$ cat config.mk
export PLATFORM = sky130hd
export DESIGN_NAME = mux_scan_sequencer
export DESIGN_NICKNAME = d
export VERILOG_FILES = /design/src/rtl/mux_scan_pkg.sv /design/src/rtl/mux_scan_next_ch.sv /design/src/rtl/mux_scan_sequencer.sv
export SDC_FILE = /design/constraint.sdc
export NUM_CORES = 1
export LEC_CHECK = 0
export BUFFER_PORTS_ARGS = -buffer_cell sky130_fd_sc_hd__buf_2
export CAP_MARGIN = 20
export CELL_PAD_IN_SITES_DETAIL_PLACEMENT = 1
export CELL_PAD_IN_SITES_GLOBAL_PLACEMENT = 2
export CORE_UTILIZATION = 36
export CTS_CLUSTER_DIAMETER = 150
export DETAILED_ROUTE_END_ITERATION = 16
export PLACE_DENSITY = 0.82
export SYNTH_ARGS = -nofsm -noshare
export SYNTH_HDL_FRONTEND = slang
export SYNTH_SLANG_ARGS = --single-unit
$ cat constraint.sdc
create_clock -name clk -period 2.6 [get_ports clk]
set_input_delay 0.13 -clock clk [delete_from_list [all_inputs] [get_ports clk]]
set_output_delay 0.13 -clock clk [all_outputs]
set_load 0.05 [all_outputs]
$ cat src/rtl/mux_scan_pkg.sv
// Shared definitions for the scanned mux status-capture path.
package mux_scan_pkg;

    // Default channel count and matching select width.
    localparam int NUM_CH_DEF = 16;
    localparam int SEL_W_DEF  = 4;

    // Settle counter width; holds SETTLE-1 for SETTLE up to 15.
    localparam int CNT_W = 4;

    // Sequencer state encoding.
    typedef enum logic [1:0] {
        ST_IDLE   = 2'd0,
        ST_SETTLE = 2'd1,
        ST_SAMPLE = 2'd2,
        ST_HOLD   = 2'd3
    } state_e;

endpackage

$ cat src/rtl/mux_scan_next_ch.sv
// Combinational search for the next enabled channel above an index.
// With first_i high the index is ignored (treated as -1), which yields
// the lowest set bit of the mask.
module mux_scan_next_ch
    import mux_scan_pkg::*;
#(
    parameter int NUM_CH = NUM_CH_DEF,
    parameter int SEL_W  = SEL_W_DEF
) (
    input  logic [NUM_CH-1:0] mask_i,
    input  logic [SEL_W-1:0]  idx_i,
    input  logic              first_i,
    output logic [SEL_W-1:0]  next_o,
    output logic              found_o
);

    // Scan downward so the last qualifying hit is the lowest index above idx_i.
    always_comb begin
        next_o  = '0;
        found_o = 1'b0;
        for (int i = NUM_CH - 1; i >= 0; i--) begin
            if (mask_i[i] && (first_i || (i > int'(idx_i)))) begin
                next_o  = SEL_W'(i);
                found_o = 1'b1;
            end
        end
    end

endmodule

$ cat src/rtl/mux_scan_sequencer.sv
// Scan sequencer for a NUM_CH:1 bit mux: steps the select lines through the
// enabled channels, samples each one after it settles, and hands the
// assembled snapshot downstream over valid/ready.
module mux_scan_sequencer
    import mux_scan_pkg::*;
#(
    parameter int NUM_CH = NUM_CH_DEF,
    parameter int SEL_W  = SEL_W_DEF,
    parameter int SETTLE = 1
) (
    input  logic              clk,
    input  logic              rst_n,
    input  logic              start,
    input  logic [NUM_CH-1:0] ch_mask,
    input  logic              continuous,
    output logic [SEL_W-1:0]  sel_out,
    input  logic              mux_in,
    output logic [NUM_CH-1:0] snap_data,
    output logic              snap_valid,
    input  logic              snap_ready,
    output logic              busy,
    output logic              overrun
);

    // Reload value for the settle counter: SETTLE cycles in ST_SETTLE.
    localparam logic [CNT_W-1:0] CNT_LOAD = CNT_W'(SETTLE - 1);

    state_e            state_q;
    logic [SEL_W-1:0]  sel_q;
    logic [CNT_W-1:0]  cnt_q;
    logic [NUM_CH-1:0] mask_q;
    logic [NUM_CH-1:0] shadow_q;
    logic [NUM_CH-1:0] shadow_d;
    logic [NUM_CH-1:0] snap_q;
    logic              vld_q;
    logic              busy_q;
    logic              ovr_q;

    logic [SEL_W-1:0]  first_idx;
    logic              first_found;
    logic [SEL_W-1:0]  next_idx;
    logic              next_found;

    // Lowest enabled channel of the live mask, used whenever a scan (re)starts.
    mux_scan_next_ch #(
        .NUM_CH (NUM_CH),
        .SEL_W  (SEL_W)
    ) u_first_ch (
        .mask_i  (ch_mask),
        .idx_i   ('0),
        .first_i (1'b1),
        .next_o  (first_idx),
        .found_o (first_found)
    );

    // Next enabled channel above the current one within the latched mask.
    mux_scan_next_ch #(
        .NUM_CH (NUM_CH),
        .SEL_W  (SEL_W)
    ) u_next_ch (
        .mask_i  (mask_q),
        .idx_i   (sel_q),
        .first_i (1'b0),
        .next_o  (next_idx),
        .found_o (next_found)
    );

    // Shadow word including the bit being sampled this cycle, so the final
    // channel lands in the snapshot on the same edge it is captured.
    always_comb begin
        shadow_d = shadow_q;
        if (state_q == ST_SAMPLE) begin
            shadow_d[sel_q] = mux_in;
        end
    end

    // Scan FSM with all outputs registered.
    always_ff @(posedge clk or negedge rst_n) begin
        if (!rst_n) begin
            state_q  <= ST_IDLE;
            sel_q    <= '0;
            cnt_q    <= '0;
            mask_q   <= '0;
            shadow_q <= '0;
            snap_q   <= '0;
            vld_q    <= 1'b0;
            busy_q   <= 1'b0;
            ovr_q    <= 1'b0;
        end else begin
            // A start request that arrives outside IDLE is flagged but ignored.
            ovr_q <= start && (state_q != ST_IDLE);

            case (state_q)
                ST_IDLE: begin
                    if (start && first_found) begin
                        mask_q   <= ch_mask;
                        shadow_q <= '0;
                        sel_q    <= first_idx;
                        cnt_q    <= CNT_LOAD;
                        busy_q   <= 1'b1;
                        state_q  <= ST_SETTLE;
                    end
                end

                ST_SETTLE: begin
                    if (cnt_q == '0) begin
                        state_q <= ST_SAMPLE;
                    end else begin
                        cnt_q <= cnt_q - 1'b1;
                    end
                end

                ST_SAMPLE: begin
                    shadow_q <= shadow_d;
                    if (next_found) begin
                        sel_q   <= next_idx;
                        cnt_q   <= CNT_LOAD;
                        state_q <= ST_SETTLE;
                    end else begin
                        snap_q  <= shadow_d;
                        vld_q   <= 1'b1;
                        state_q <= ST_HOLD;
                    end
                end

                ST_HOLD: begin
                    if (vld_q && snap_ready) begin
                        vld_q <= 1'b0;
                        if (continuous && first_found) begin
                            mask_q   <= ch_mask;
                            shadow_q <= '0;
                            sel_q    <= first_idx;
                            cnt_q    <= CNT_LOAD;
                            state_q  <= ST_SETTLE;
                        end else begin
                            sel_q   <= '0;
                            busy_q  <= 1'b0;
                            state_q <= ST_IDLE;
                        end
                    end
                end

                default: begin
                    state_q <= ST_IDLE;
                end
            endcase
        end
    end

    assign sel_out    = sel_q;
    assign snap_data  = snap_q;
    assign snap_valid = vld_q;
    assign busy       = busy_q;
    assign overrun    = ovr_q;

endmodule

==> results, run 1 <==
- After routing, the total negative slack on setup checks comes to 0 ns.
- Synthesis produced a netlist whose cell count is about 400.
- The normalized max-slew margin is between 40% and 50%.
- The number of antenna violations at the first check in global routing was 0.
- The async set-reset flop share out of synthesis is 100.0%.
- In this run the clock root is driven by a sky130_fd_sc_hd__clkbuf_8.
- The first TritonRoute pass finished after 4 iterations.
- Across all setup checks in the final design, the least slack found is approximately 0.30 ns.
- The post-cts sizing count is 0.
- The pin count of the biggest net entering global routing is 33.
- Data on the critical path arrives at its endpoint at between 2 and 3 ns.
- The horizontal die dimension is roughly 100 um.
- The most instantiated flip-flop cell in the synthesis netlist is sky130_fd_sc_hd__dfrtp_1.
- Synthesis instantiated 60 different standard cells from the library.
- Combinational logic is responsible for ~50% of the overall power.
- The number of failing hold endpoints at the final stage is 0.
- For this configuration, the core starts out at a cell density of a little under two fifths.
- The most numerous cell type found on the critical path is sky130_fd_sc_hd__a21oi_1.
- between 40 and 50 I/O pins were placed.
- Global routing finished with a remaining overflow of 0.
- TritonCTS built the clock tree.
- The largest total area in the synthesized netlist belongs to sky130_fd_sc_hd__dfrtp_1.
- Using the TritonRoute via totals, the vias-per-cell ratio works out to 5.446.
- In this run the cell area of the synthesized design comes to 3521 sq um.
- The cell-internal power is about 0.0026 W.
- The total power per unit cell area is ~1100 nW/um^2.
- The maximum clock frequency is between 400 and 500 MHz.
- The library cell used most frequently in the layout, excluding fill and tap cells, is sky130_fd_sc_hd__dfrtp_1.
- The total of max-cap violations is 0.
- The number of nets handed over by synthesis was 415.
- The max-slew violation total from the final report is 0.
- The via count of the first global-routing pass is between 3000 and 4000.
- The switching share of power is 44.82%.
- The signed area change from the synthesized netlist to the final layout is 16.31%.
- The number of buffers between clock root and the deepest sink is 2.
- At the pin with the least slew margin, the transition time is ~0.80 ns.
- The endpoint required time on the critical path is around 2.9 ns.
- The H-tree generated during clock tree synthesis spans 3 levels.
- The remaining routing DRC violations is 0.
- IR analysis of the VDD net gives a maximum drop of 0.4393 mV.
- The proportion of netlist area held by the largest area contributor is roughly 43%.
- Setup repair after global routing left no endpoint under its margin.
- The detail route stage leaves a number of antenna-violating nets equal to 0.
- Synthesis inferred 60 register bits.
- The part of the power in registers is 33.7%.
- The repair_antennas step left the layout with diodes totalling 0.
- The run finished with clean final reports.
- On the critical path, the stage with the largest delay is an instance of sky130_fd_sc_hd__dfrtp_1.
- The setup path with the least slack is of type reg2reg.
- Clock skew on the completed layout was measured at roughly 0.0069 ns.
- Of all nets on the critical path, the largest fanout is 24.
- The number of clock buffers added by TritonCTS is 9.
- A synthesized cell averages between 8 and 9 sq um.
- The post-detailed-routing wire length is around 9600 um.
- After filler insertion, the fill cell instance count of the layout stands at approximately 1100.
- The total area of multi-input combinational cells is 1826 sq um.
- The proportion of power drawn by the clock network is ~17%.
- The count of vias placed by the detailed router is between 3000 and 4000.
- At the placement stage, the worst setup path has a slack of approximately 0.19 ns.
- The area of the die is roughly 10000 sq um.
- During synthesis, Yosys emitted a total of 0 warnings.
- The later pin in the worst-skew pair is clocked with a latency of between 0.3 and 0.4 ns.
- The core region area is between 9000 and 10000 sq um.
- In the final layout, the share of cells above drive strength 1 is around 23%.
- The fraction of the yosys area taken by sequential cells is approximately 43%.
- The nature of the critical path endpoint is a flop.
- Clock-pin slew was measured on the worst setup and hold paths at 0.07 ns.
- After detailed routing, the average wire length per cell comes to 16.86 um.
- By area the synthesized netlist is led by sky130_fd_sc_hd__dfrtp_1, sky130_fd_sc_hd__o21ai_0, sky130_fd_sc_hd__a21oi_1, sky130_fd_sc_hd__mux2i_1, sky130_fd_sc_hd__nor2_1.
- The startpoint type of the worst setup path is a flop.
- In the layout the commonest cells are sky130_fd_sc_hd__dfrtp_1, sky130_fd_sc_hd__nor2_1, sky130_fd_sc_hd__buf_2, sky130_fd_sc_hd__o21ai_0, sky130_fd_sc_hd__a21oi_1.
- The floorplan has 35 rows.
- In the finished design, the share of the clock period the worst path needs comes to 88.44%.
- The first global-routing pass estimated roughly 17000 um of wire.
- The number of port buffers is 44.
- The worst min-delay path class is in2reg.
- On the worst path, the slowest cell contributes a delay of ~0.71 ns.
- After the last flow step, the layout net total stands at roughly 460.
- The clock sink total is 60.
- The critical path goes through o21bai_1, a21oi_1, a2111o_1, nor3_4, buf_4, nor2_1, a21oi_1.
- Across the whole layout, storage elements account for 1501 sq um.
- Summed over all cells, the static leakage comes to 1.798 nW.
- The congestion estimate from routability-driven global placement came to 0.9182.
- Setup violations remaining at the end of the flow were counted as 0.
- The global-route usage over all layers is about a fifth.
- The die is just over 100 um tall.
- The final cell utilization of the core is between 40% and 50%.
- The analysis attributes to net switching a power of about 0.0021 W.
- The detailed placement HPWL is 6895 um.
- The initial detailed-routing violation count is 120.
- The synthesized design contains 0 enable-type register cells.
- Counting I/O delays and the setup requirement, the final critical path takes around 2.3 ns.
-- area by class of cell --
cell class	instances	area share, %
clock buffer	14	4.461
sequential	60	36.66
inverter	13	1.192
tap	129	3.941
timing repair buffer	62	9.044
multi-input combinational	290	44.58
clock inverter	1	0.1222
-- metrics by stage --
| stage | instances | total power (W) | cell area [sq um] | hold slack [ns] |
|---|---|---|---|---|
| 6_report | 569 | 0.004708 | 4095 | 0.04355 |
| 5_1_grt | 569 | 0.005050 | 4095 | 0.02624 |
| 4_1_cts | 569 | 0.004750 | 4095 | 0.03117 |
| 3_5_place_dp | 553 | 0.003929 | 3897 | 0.2606 |
| 3_3_place_gp | 553 | 0.003853 | 3897 | 0.2560 |
| 2_1_floorplan | 392 | 0.003264 | 3521 | -0.1656 |
-- Yosys cell counts (2+ instances only) --
master                       n
sky130_fd_sc_hd__a31oi_1     8
sky130_fd_sc_hd__o21bai_1    3
sky130_fd_sc_hd__nand2b_1   10
sky130_fd_sc_hd__a211oi_1    2
sky130_fd_sc_hd__nand4_1     2
sky130_fd_sc_hd__or2_2       3
sky130_fd_sc_hd__o21ai_0    38
sky130_fd_sc_hd__inv_1      13
sky130_fd_sc_hd__dfrtp_1    60
sky130_fd_sc_hd__o31ai_1     4
sky130_fd_sc_hd__a21oi_1    37
sky130_fd_sc_hd__mux2_4      9
sky130_fd_sc_hd__buf_2       6
sky130_fd_sc_hd__clkbuf_1   19
sky130_fd_sc_hd__o22ai_1     3
sky130_fd_sc_hd__nand3_1    10
sky130_fd_sc_hd__nor3_1      3
sky130_fd_sc_hd__o21a_1      3
sky130_fd_sc_hd__nand4b_1    2
sky130_fd_sc_hd__nor2_1     45
sky130_fd_sc_hd__o2bb2ai_1   2
sky130_fd_sc_hd__nor4_1      6
sky130_fd_sc_hd__a21o_1      6
sky130_fd_sc_hd__mux2i_1    18
sky130_fd_sc_hd__a311oi_1    2
sky130_fd_sc_hd__buf_6       2
sky130_fd_sc_hd__nor2b_1     9
sky130_fd_sc_hd__mux2_2      6
sky130_fd_sc_hd__nand2_1    28
sky130_fd_sc_hd__a2bb2oi_1   3
-- cells by family (layout without fill, tap and decap cells) --
logic type	count (synthesis)	in the layout	synth area share (%)
AO/OA/AOI/OAI	127	127	22.32
adder cells (fa/ha/maj)	1	1	0.3553
buffers and inverters	42	90	5.686
flip-flops	60	60	42.64
multiplexers	33	33	10.87
AND/OR/NAND/NOR	129	129	18.12
-- flip-flops by register name (all words and copies together), names as in the netlist --
| name | flops |
|---|---|
| shadow_q | 16 |
| sel_out | 4 |
| state_q | 2 |
| cnt_q | 4 |
| busy | 1 |
| snap_data | 16 |
| snap_valid | 1 |
| overrun | 1 |
| mask_q | 15 |
-- power groups by stage --
| stage | registers [W] | clock network (W) | logic, W |
|---|---|---|---|
| after detailed placement | 0.00160 | 0 | 0.00233 |
| after CTS | 0.00159 | 0.000823 | 0.00234 |
| after global routing | 0.00164 | 0.000857 | 0.00256 |
| after global placement | 0.00159 | 0 | 0.00227 |
| final | 0.00159 | 0.000794 | 0.00233 |
| after floorplan | 0.00173 | 0 | 0.00153 |
-- routing by layer --
layer | track usage [%] | part of all wire, %
met1 | 26.41 | 46
met2 | 35.99 | 50
met3 | 4.854 | 2.8
met4 | 5.909 | 1.1
met5 | 0 | 0
-- timing repair --
item	CTS	global route
buffers inserted	0	0
setup endpoints to repair	0	0
endpoints found under the hold margin	31	0
hold buffers	1	0
-- worst paths after layout --
| kind | startpoint | endpoint | slack [ns] | depth (start not counted) |
|---|---|---|---|---|
| setup / recovery | sel_out[2]$_DFFE_PN0P_ | snap_data[11]$_DFFE_PN0P_ | 0.30 | 7 |
| hold / removal | start | overrun$_DFF_PN0_ | 0.04 | 2 |
| hold reg to reg | shadow_q[6]$_DFFE_PN0P_ | shadow_q[6]$_DFFE_PN0P_ | 0.48 | 2 |
| setup reg to reg | sel_out[2]$_DFFE_PN0P_ | snap_data[11]$_DFFE_PN0P_ | 0.30 | 7 |
| max in group asynchronous | rst_n | snap_data[3]$_DFFE_PN0P_ | 1.56 | 3 |
| min in group asynchronous | rst_n | mask_q[13]$_DFFE_PN0P_ | 0.41 | 2 |
-- worst max-delay path, delay by kind of cell, from the launching register on --
family | cells | cell delay, ns
buffers and inverters | 1 | 0.28
flip-flops | 1 | 0.71
AO/OA/AOI/OAI | 4 | 0.93
AND/OR/NAND/NOR | 2 | 0.27
(Power assumes the default switching activity.)
==> run 2: changes to the inputs <==
--- a/config.mk
+++ b/config.mk
@@ -13,6 +13,7 @@
 export CTS_CLUSTER_DIAMETER = 150
 export DETAILED_ROUTE_END_ITERATION = 16
 export PLACE_DENSITY = 0.82
+export SETUP_SLACK_MARGIN = 0.4
 export SYNTH_ARGS = -nofsm -noshare
 export SYNTH_HDL_FRONTEND = slang
 export SYNTH_SLANG_ARGS = --single-unit
==> constraint.sdc (replaced) <==
create_clock -name clk -period 2.6 [get_ports clk]
set_input_delay 0.39 -clock clk [delete_from_list [all_inputs] [get_ports clk]]
set_output_delay 0.39 -clock clk [all_outputs]
set_load 0.05 [all_outputs]
==> run 2 against run 1 <==
Effect of this change: non-clock buffer count is 10 higher; sequential power about the same; cell count rose by 1.9%; first-iteration DRC count shrank 18%; clock skew increased by 0.0032 ns; core utilization up 1.6 points; sequential cell count unchanged; critical endpoint is now sel_out[1]$_DFFE_PN0P_; worst setup slack improved by 0.14 ns; critical path depth fell by 1.
==> results, run 2 (same netlist as run 1, synthesis figures left out) <==
- The starting density of the core is between 30% and 40%.
- Summing all multi-input logic gate instances after layout gives between 1500 and 2000 sq um.
- The count of vias placed by the detailed router is 3145.
- The run finished with clean final reports.
- Power spread over the standard cell area amounts to 1155 nW/um^2.
- In the final layout, flip-flops and latches occupy around 1500 sq um.
- Across the run, the number of max-cap violations was 0.
- The clock-pin slew on the worst setup and hold paths is about 0.07 ns.
- The final setup skew is around 0.010 ns.
- The worst-margin pin slew is ~0.68 ns.
- Once layout is complete, the utilization of the core stands at between 40% and 50%.
- The number of logic stages on the critical path including buffering is 6.
- The detailed-route vias per instance is 5.422.
- Setup repair after global routing could not meet its margin everywhere.
- Setup violations remaining at the end of the flow were counted as 0.
- The number of antenna violations at the first check in global routing was 0.
- STA classifies the critical path startpoint as a flop.
- Timing would allow up to ~460 MHz.
- The logic depth of the worst register-to-register path is 6.
- The signed area change from the synthesized netlist to the final layout is 20.47%.
- The fraction of final layout cells sized beyond drive strength 1 is between 20% and 30%.
- The final cycle utilization of the critical path is between 80% and 90%.
- The final non-filler cell total is 580.
- The leakage component of the power is between 1.5 and 2 nW.
- Including well taps, the total number of placed cells is 555.
- Global routing consumed, on the met2 layer, 33.35% of the routing resources.
- Wires add up to about 9800 um.
- The I/O pin count is between 40 and 50.
- Summed over all nets, the half-perimeter wirelength after detailed placement is between 6000 and 7000 um.
- For flop-to-flop paths, the worst setup slack is 0.44 ns.
- The remaining routing DRC violations is 0.
- The launching element of the worst setup path is sel_out[1]$_DFFE_PN0P_.
- The horizontal die dimension is between 100 and 150 um.
- The detailed router finished its first iteration with 98 violations.
- Entering global routing, the biggest net connects 30 pins.
- For this design, the slowest cell found on the critical path is sky130_fd_sc_hd__or3b_2.
- In this run the deepest clock path goes through 2 buffers.
- Among cell families on the critical path, the largest total delay comes from simple AND/OR/NAND/NOR gates.
- The area of the die is between 10000 and 15000 sq um.
- The number of failing hold endpoints at the final stage is 0.
- The global-route congestion overflow total is 0.
- Of all nets on the critical path, the largest fanout is 8.
- The global-route met1 utilization is 27.93%.
- The CTS tree is built.
- CTS saw 60 sinks.
- The cell sitting at the root of the clock tree is a sky130_fd_sc_hd__clkbuf_8.
- The number of optimization iterations in the first detailed-route pass is 4.
- The routed length per instance is 16.86 um.
- The critical register-to-register path endpoint is sel_out[1]$_DFFE_PN0P_.
- For this run, the slowest stage of the critical path takes approximately 0.50 ns.
- Data arrives at the worst endpoint at around 2.4 ns.
- The H-tree was split into 3 levels.
- The endpoint required time on the critical path is between 2 and 3 ns.
- The signal on the critical path passes through or3b_2, a21oi_4, a2111o_1, nor3_4, nor2_2, mux2_2.
- The kind of critical path is reg2reg.
- The global placer's final weighted congestion is 0.8353.
- The peak-usage layer in the global routing report is met2.
- The number of inserted filler cells in the final layout is ~1100.
- The most common cell after layout, fill and taps aside is sky130_fd_sc_hd__dfrtp_1.
- The via count of the first global-routing pass came to around 3200.
- Global routing used 4.508% of the available met3 tracks.
- The floorplan has 35 rows.
- The max-slew violation total from the final report is 0.
- The core region area is around 9400 sq um.
- Across the VDD grid, the largest voltage drop is between 0.4 and 0.5 mV.
- The worst hold path belongs to the class in2reg.
- The worst path meets setup with approximately 0.44 ns of slack.
- Timing analysis after detailed placement gives a worst setup slack of -0.05860 ns.
- The final layout net count is 469.
- The later pin in the worst-skew pair is clocked with a latency of about 0.33 ns.
- The first global-routing pass estimated 16340 um of wire.
- The normalized max-slew margin is 53.71%.
- The critical path contains buffers and inverters numbering 0 combined.
- Port buffering added 44 buffers.
- For the finished layout, the period the worst path requires is approximately 2.2 ns.
- The global-route usage over all layers is approximately 20%.
- The number of buffers added by the clock tree synthesis step is 9.
- In the layout the commonest cells are sky130_fd_sc_hd__dfrtp_1, sky130_fd_sc_hd__buf_2, sky130_fd_sc_hd__nor2_1, sky130_fd_sc_hd__o21ai_0, sky130_fd_sc_hd__a21oi_1.
- The height of the chip is slightly above 100 um.
- The worst register-to-register path begins at sel_out[1]$_DFFE_PN0P_.
- After detailed placement, the total cell area comes to 3911 sq um.
- After routing the design area is about 4200 sq um.
- In this run the worst setup path terminates at sel_out[1]$_DFFE_PN0P_.
- The count of nets left with antenna violations once routing finished came out at 0.
- The nature of the critical path endpoint is a flop.
- The repair_antennas step left the layout with diodes totalling 0.
-- run 2: metrics by stage --
stage                     hold slack [ns]  setup TNS (ns)  total power [W]
final                              0.2952               0         0.004901
after detailed placement           0.2367         -0.6918         0.003919
after CTS                          0.2852               0         0.004840
after global placement             0.2360               0         0.003847
after floorplan                   0.09441               0         0.003300
after global routing               0.2828               0         0.005242
-- run 2: report_power, final --
part | total [W] | internal [W] | switching, W
registers | 0.00160 | 0.00123 | 0.000364
clock network | 0.000822 | 0.000439 | 0.000383
logic | 0.00248 | 0.00103 | 0.00145
total | 0.00490 | 0.00270 | 0.00220
-- run 2: worst min-delay path by stage --
| stage | startpoint | endpoint | slack [ns] | cells after the start |
|---|---|---|---|---|
| final | start | overrun$_DFF_PN0_ | 0.30 | 2 |
| after global routing | start | overrun$_DFF_PN0_ | 0.28 | 2 |
| after CTS | start | overrun$_DFF_PN0_ | 0.29 | 2 |
| after detailed placement | rst_n | mask_q[12]$_DFFE_PN0P_ | 0.24 | 1 |
| after global placement | rst_n | mask_q[12]$_DFFE_PN0P_ | 0.24 | 1 |
| after floorplan | rst_n | busy$_DFFE_PN0P_ | 0.09 | 0 |
-- run 2: area by class of cell --
class / count / area share (%)
Clock buffer: 11 / 3.097
Tap cell: 129 / 3.805
Timing Repair Buffer: 72 / 10.88
Sequential cell: 60 / 35.58
Clock inverter: 5 / 1.239
Multi-Input combinational cell: 290 / 44.25
Inverter: 13 / 1.150
-- run 2: metal layers --
| layer | part of all wire (%) | vias to the layer above | wire (um) |
|---|---|---|---|
| li1 | - | 1515 | - |
| met1 | 48 | 1573 | 4658 |
| met2 | 49 | 48 | 4745 |
| met3 | 2.6 | 9 | 259 |
| met4 | 1.2 | 0 | 114 |
| met5 | 0 | - | 0 |
-- run 2: worst register-to-register path, stage by stage (launching register included) --
cell	delay, ns
sky130_fd_sc_hd__dfrtp_2	0.48
sky130_fd_sc_hd__or3b_2	0.51
sky130_fd_sc_hd__a21oi_4	0.19
sky130_fd_sc_hd__a2111o_1	0.21
sky130_fd_sc_hd__nor3_4	0.09
sky130_fd_sc_hd__nor2_2	0.22
sky130_fd_sc_hd__mux2_2	0.36
-- run 2: repair_timing --
action | in CTS | in global routing
gates resized for setup | 4 | 10
setup buffers | 6 | 2
endpoints found under the hold margin | 6 | 0
setup endpoints to repair | 30 | 36
pin swaps | 1 | 0
hold buffers | 1 | 0
==> run 3: changes to the inputs <==
--- a/config.mk
+++ b/config.mk
@@ -5,14 +5,15 @@
 export SDC_FILE = /design/constraint.sdc
 export NUM_CORES = 1
 export LEC_CHECK = 0
+export ABC_AREA = 1
 export BUFFER_PORTS_ARGS = -buffer_cell sky130_fd_sc_hd__buf_2
 export CAP_MARGIN = 20
 export CELL_PAD_IN_SITES_DETAIL_PLACEMENT = 1
 export CELL_PAD_IN_SITES_GLOBAL_PLACEMENT = 2
-export CORE_UTILIZATION = 36
+export CORE_UTILIZATION = 29
 export CTS_CLUSTER_DIAMETER = 150
 export DETAILED_ROUTE_END_ITERATION = 16
-export PLACE_DENSITY = 0.82
+export PLACE_DENSITY = 0.77
 export SETUP_SLACK_MARGIN = 0.4
 export SYNTH_ARGS = -nofsm -noshare
 export SYNTH_HDL_FRONTEND = slang
==> constraint.sdc (replaced) <==
create_clock -name clk -period 1.9 [get_ports clk]
set_input_delay 0.285 -clock clk [delete_from_list [all_inputs] [get_ports clk]]
set_output_delay 0.285 -clock clk [all_outputs]
set_load 0.05 [all_outputs]
==> run 3 against run 2 <==
Effect of this change: the run now ends with setup timing left; critical path depth increased by 5; clock power increased by 30%; sequential cell count unchanged.
==> results, run 3 <==
- The run finished, with violations left.
- The checks that failed: setup timing.
- The area of the die is 11170 sq um.
- The worst hold path endpoint is overrun$_DFF_PN0_.
- For the worst-skew pair, the clock arrives at the later sink with an insertion delay of about 0.36 ns.
- The final cycle utilization of the critical path is 104.1%.
- Counting every sink on the clock net gives 60.
- Relative to the synthesized area, the layout overhead comes to 50.90%.
- The depth of the CTS H-tree is 3.
- The final layout contains routed wiring with a total length of approximately 10000 um.
- The post-synthesis cell count is about 420.
- The library cells used most frequently in the layout, excluding fill and tap cells, are sky130_fd_sc_hd__nand2_1, sky130_fd_sc_hd__dfrtp_1, sky130_fd_sc_hd__inv_1, sky130_fd_sc_hd__buf_2, sky130_fd_sc_hd__buf_4.
- Setup violations remaining at the end of the flow were counted as 21.
- The startpoint identified for the worst hold timing path is start.
- The finished layout cell area is approximately 4700 sq um.
- The worst min-delay path class is in2reg.
- After detailed placement, the design holds a cell count of ~620.
- The global-route congestion overflow total is 0.
- Among all flip-flop cells after synthesis, the most frequent one is sky130_fd_sc_hd__dfrtp_1.
- The proportion of netlist area held by the largest area contributor is 48.17%.
- The via count of the first global-routing pass is 3231.
- STA classifies the critical path endpoint as a flop.
- The met2 track demand over resource in global routing is 31.33%.
- The remaining routing DRC violations is 0.
- The mean area per synthesized cell is approximately 7.5 sq um.
- The starting density of the core is a little under a third.
- The first global-routing pass estimated about 16000 um of wire.
- The layer flagged by global routing as most heavily used is met2.
- The worst-case IR drop observed on VDD is about 0.46 mV.
- Data on the critical path is required at its endpoint by roughly 2.1 ns.
- The library cell used most frequently in the layout, excluding fill and tap cells, is sky130_fd_sc_hd__nand2_1.
- The global-route usage over all layers is around 19%.
- The overall power after layout is 0.007438 W.
- STA classifies the critical path startpoint as a flop.
- Clock-pin slew was measured on the worst setup and hold paths at around 0.080 ns.
- Ranked by total cell area, the synthesized netlist is headed by sky130_fd_sc_hd__dfrtp_1, sky130_fd_sc_hd__nand2_1, sky130_fd_sc_hd__inv_1, sky130_fd_sc_hd__o21ai_0, sky130_fd_sc_hd__nor2_1.
- In this run the static leakage power is roughly 2.2 nW.
- The synthesized netlist occupies a cell area of 3117 sq um.
- For this run, the number of standard cells in the final layout without fillers is approximately 660.
- The count of nets left with antenna violations once routing finished came out at 0.
- The die is ~110 um wide.
- Among all cell types in the netlist, the one instantiated most often is sky130_fd_sc_hd__nand2_1.
- The worst hold path passes through 3 cells.
- The largest fanout on the critical path is 6.
- Static timing analysis puts the maximum clock frequency at 505.6 MHz.
- The logic depth of the worst register-to-register path is 11.
- By count the netlist is led by sky130_fd_sc_hd__nand2_1, sky130_fd_sc_hd__dfrtp_1, sky130_fd_sc_hd__inv_1.
- The worst setup path is of the reg2reg kind.
- The async set-reset flop share out of synthesis is 100.0%.
- In the final routed layout, each cell accounts on average for ~15 um.
- The pin count of the biggest net entering global routing is 34.
- The initialized floorplan defines 37 standard-cell rows.
- The startpoint identified for the worst register-to-register timing path is sel_out[2]$_DFFE_PN0P_.
- sky130_fd_sc_hd__dfrtp_1 takes more of the synthesized area than any other cell.
- The register-to-register setup slack is -0.08 ns.
- Counting every net in the synthesized netlist gives 440.
- The number of failing hold endpoints at the final stage is 0.
- The fraction of final layout cells sized beyond drive strength 1 is a little over two fifths.
- Counting along the longest clock path gives a buffer depth of 2.
- TritonCTS built the clock tree.
- In the routed layout, each cell is associated on average with a via count of between 4 and 5.
- The tree is rooted in a sky130_fd_sc_hd__clkbuf_8.
- The core region area is 10370 sq um.
- Setup total negative slack on the finished layout was measured at -0.8818 ns.
- For this run, global-route usage on met3 was measured as 2.783%.
- The number of warnings reported in the yosys synthesis log is 0.
- The height of the chip is about 110 um.
- The arrival time reported for the critical path endpoint is around 2.2 ns.
- The number of antenna violations at the first check in global routing was 0.
- The number of buffers added by the clock tree synthesis step is 9.
- The endpoint identified for the worst register-to-register timing path is snap_data[5]$_DFFE_PN0P_.
- The initial detailed-routing violation count is 87.
- After synthesis, flip-flops and latches occupy 48.17% of the total area.
- The number of enable flip-flop cells after synthesis is 0.
- The total of max-cap violations is 0.
- The number of different library cells used by synthesis comes to 33.
- The worst pin sits at a relative slew slack of 65.32%.
- The final layout net count is about 550.
- The shortest clock period the worst path allows after layout is 1.978 ns.
- The global placer's final weighted congestion is between 0.8 and 0.9.
- For this run, the detailed router's first-pass iteration total came to 4.
- The total power per unit cell area is around 1600 nW/um^2.
- The count of buffers added on input and output ports is 44.
- The detailed placement HPWL is 6880 um.
- The I/O pin count is 45.
- The max-slew violation total from the final report was 0.
- The number of diodes added for antenna fixing is 0.
- Setup repair after global routing could not meet its margin everywhere.
- The worst setup slack after layout is -0.07789 ns.
- In this run, synthesis produced a sequential element count of 60.
- The global-route met1 utilization is 23.85%.
- The count of vias placed by the detailed router is between 3000 and 4000.
- The final setup skew is approximately 0.014 ns.
- The tightest hold path in the finished design has a slack of between 0.15 and 0.2 ns.
- The placed instances occupy a cell area of around 3700 sq um.
- At the pin with the least slew margin, the transition time is roughly 0.52 ns.
## run 3: cell types whose count changed after synthesis, sizes merged, moves of 5 or more
| cell | previous run | this run |
|---|---|---|
| inv | 13 | 59 |
| nor2 | 45 | 33 |
| nor4 | 7 | 1 |
| clkbuf | 19 | 4 |
| a21oi | 37 | 22 |
| mux2i | 18 | 0 |
| mux2 | 15 | 2 |
| nand2b | 10 | 0 |
| a21o | 6 | 0 |
| buf | 10 | 5 |
| nor2b | 9 | 0 |
| a31oi | 8 | 14 |
| o21ai | 39 | 49 |
| nand2 | 28 | 138 |
## run 3: repair_timing
item,in CTS,in global routing
hold endpoints to repair,59,0
setup buffers,8,13
endpoints found under the setup margin,51,59
pin swaps,9,29
cloned,0,5
hold buffers,1,0
gates resized for setup,32,117
## run 3: cell type report
cell class | count | area, sq um
Clock buffer | 13 | 158.9
Clock inverter | 2 | 10.01
Fill cell | 1256 | 5667
Inverter | 59 | 234.0
Multi-Input combinational cell | 289 | 1772
Sequential cell | 60 | 1510
Tap cell | 136 | 170.2
Timing Repair Buffer | 104 | 848.3
## run 3: how the worst max path moves through the flow
stage	from	to	slack, ns
after floorplan	sel_out[3]$_DFFE_PN0P_	cnt_q[0]$_DFFE_PN0P_	0.009
after global placement	sel_out[2]$_DFFE_PN0P_	cnt_q[0]$_DFFE_PN0P_	-0.003
after detailed placement	ch_mask[10]	shadow_q[2]$_DFFE_PN0P_	-0.11
after CTS	sel_out[2]$_DFFE_PN0P_	sel_out[1]$_DFFE_PN0P_	0.01
after global routing	sel_out[1]$_DFFE_PN0P_	snap_data[5]$_DFFE_PN0P_	-0.16
final	sel_out[2]$_DFFE_PN0P_	snap_data[5]$_DFFE_PN0P_	-0.08
## run 3: stage by stage
stage,setup WS (ns),util (%)
floorplan,0.008841,-
global placement,-0.002614,36.10
detailed placement,-0.1129,36.10
CTS,0.01136,39.61
global route,-0.1565,45.35
finish,-0.07789,45.35
## run 3: cell families after synthesis
group | Yosys count | synth area share [%]
AO/OA/AOI/OAI | 95 | 16.58
multiplexers | 2 | 0.7226
flip-flops | 60 | 48.17
XOR/XNOR | 1 | 0.2811
AND/OR/NAND/NOR | 190 | 25.17
adder cells (fa/ha/maj) | 1 | 0.4014
buffers and inverters | 68 | 8.671
## run 3: routing by layer
metal,vias up,wire length [um]
li1,1558,-
met1,1506,4805
met2,46,4930
met3,15,266
met4,0,192
met5,-,0
## run 3: where the power goes
part	internal, W	switching, W
clock network	0.000534	0.000536
logic	0.00169	0.00260
registers	0.00171	0.000368
total	0.00393	0.00351
## run 3: critical path, cell delays in order (launching register included)
cell and delay [ns]:
sky130_fd_sc_hd__dfrtp_2 0.48, sky130_fd_sc_hd__inv_4 0.07, sky130_fd_sc_hd__o21ai_4 0.15, sky130_fd_sc_hd__inv_2 0.08, sky130_fd_sc_hd__a31oi_4 0.20, sky130_fd_sc_hd__nand2_2 0.11
sky130_fd_sc_hd__nor3_4 0.18, sky130_fd_sc_hd__nand3_4 0.14, sky130_fd_sc_hd__buf_6 0.17, sky130_fd_sc_hd__clkbuf_16 0.17, sky130_fd_sc_hd__nand2_2 0.05, sky130_fd_sc_hd__o21ai_1 0.05
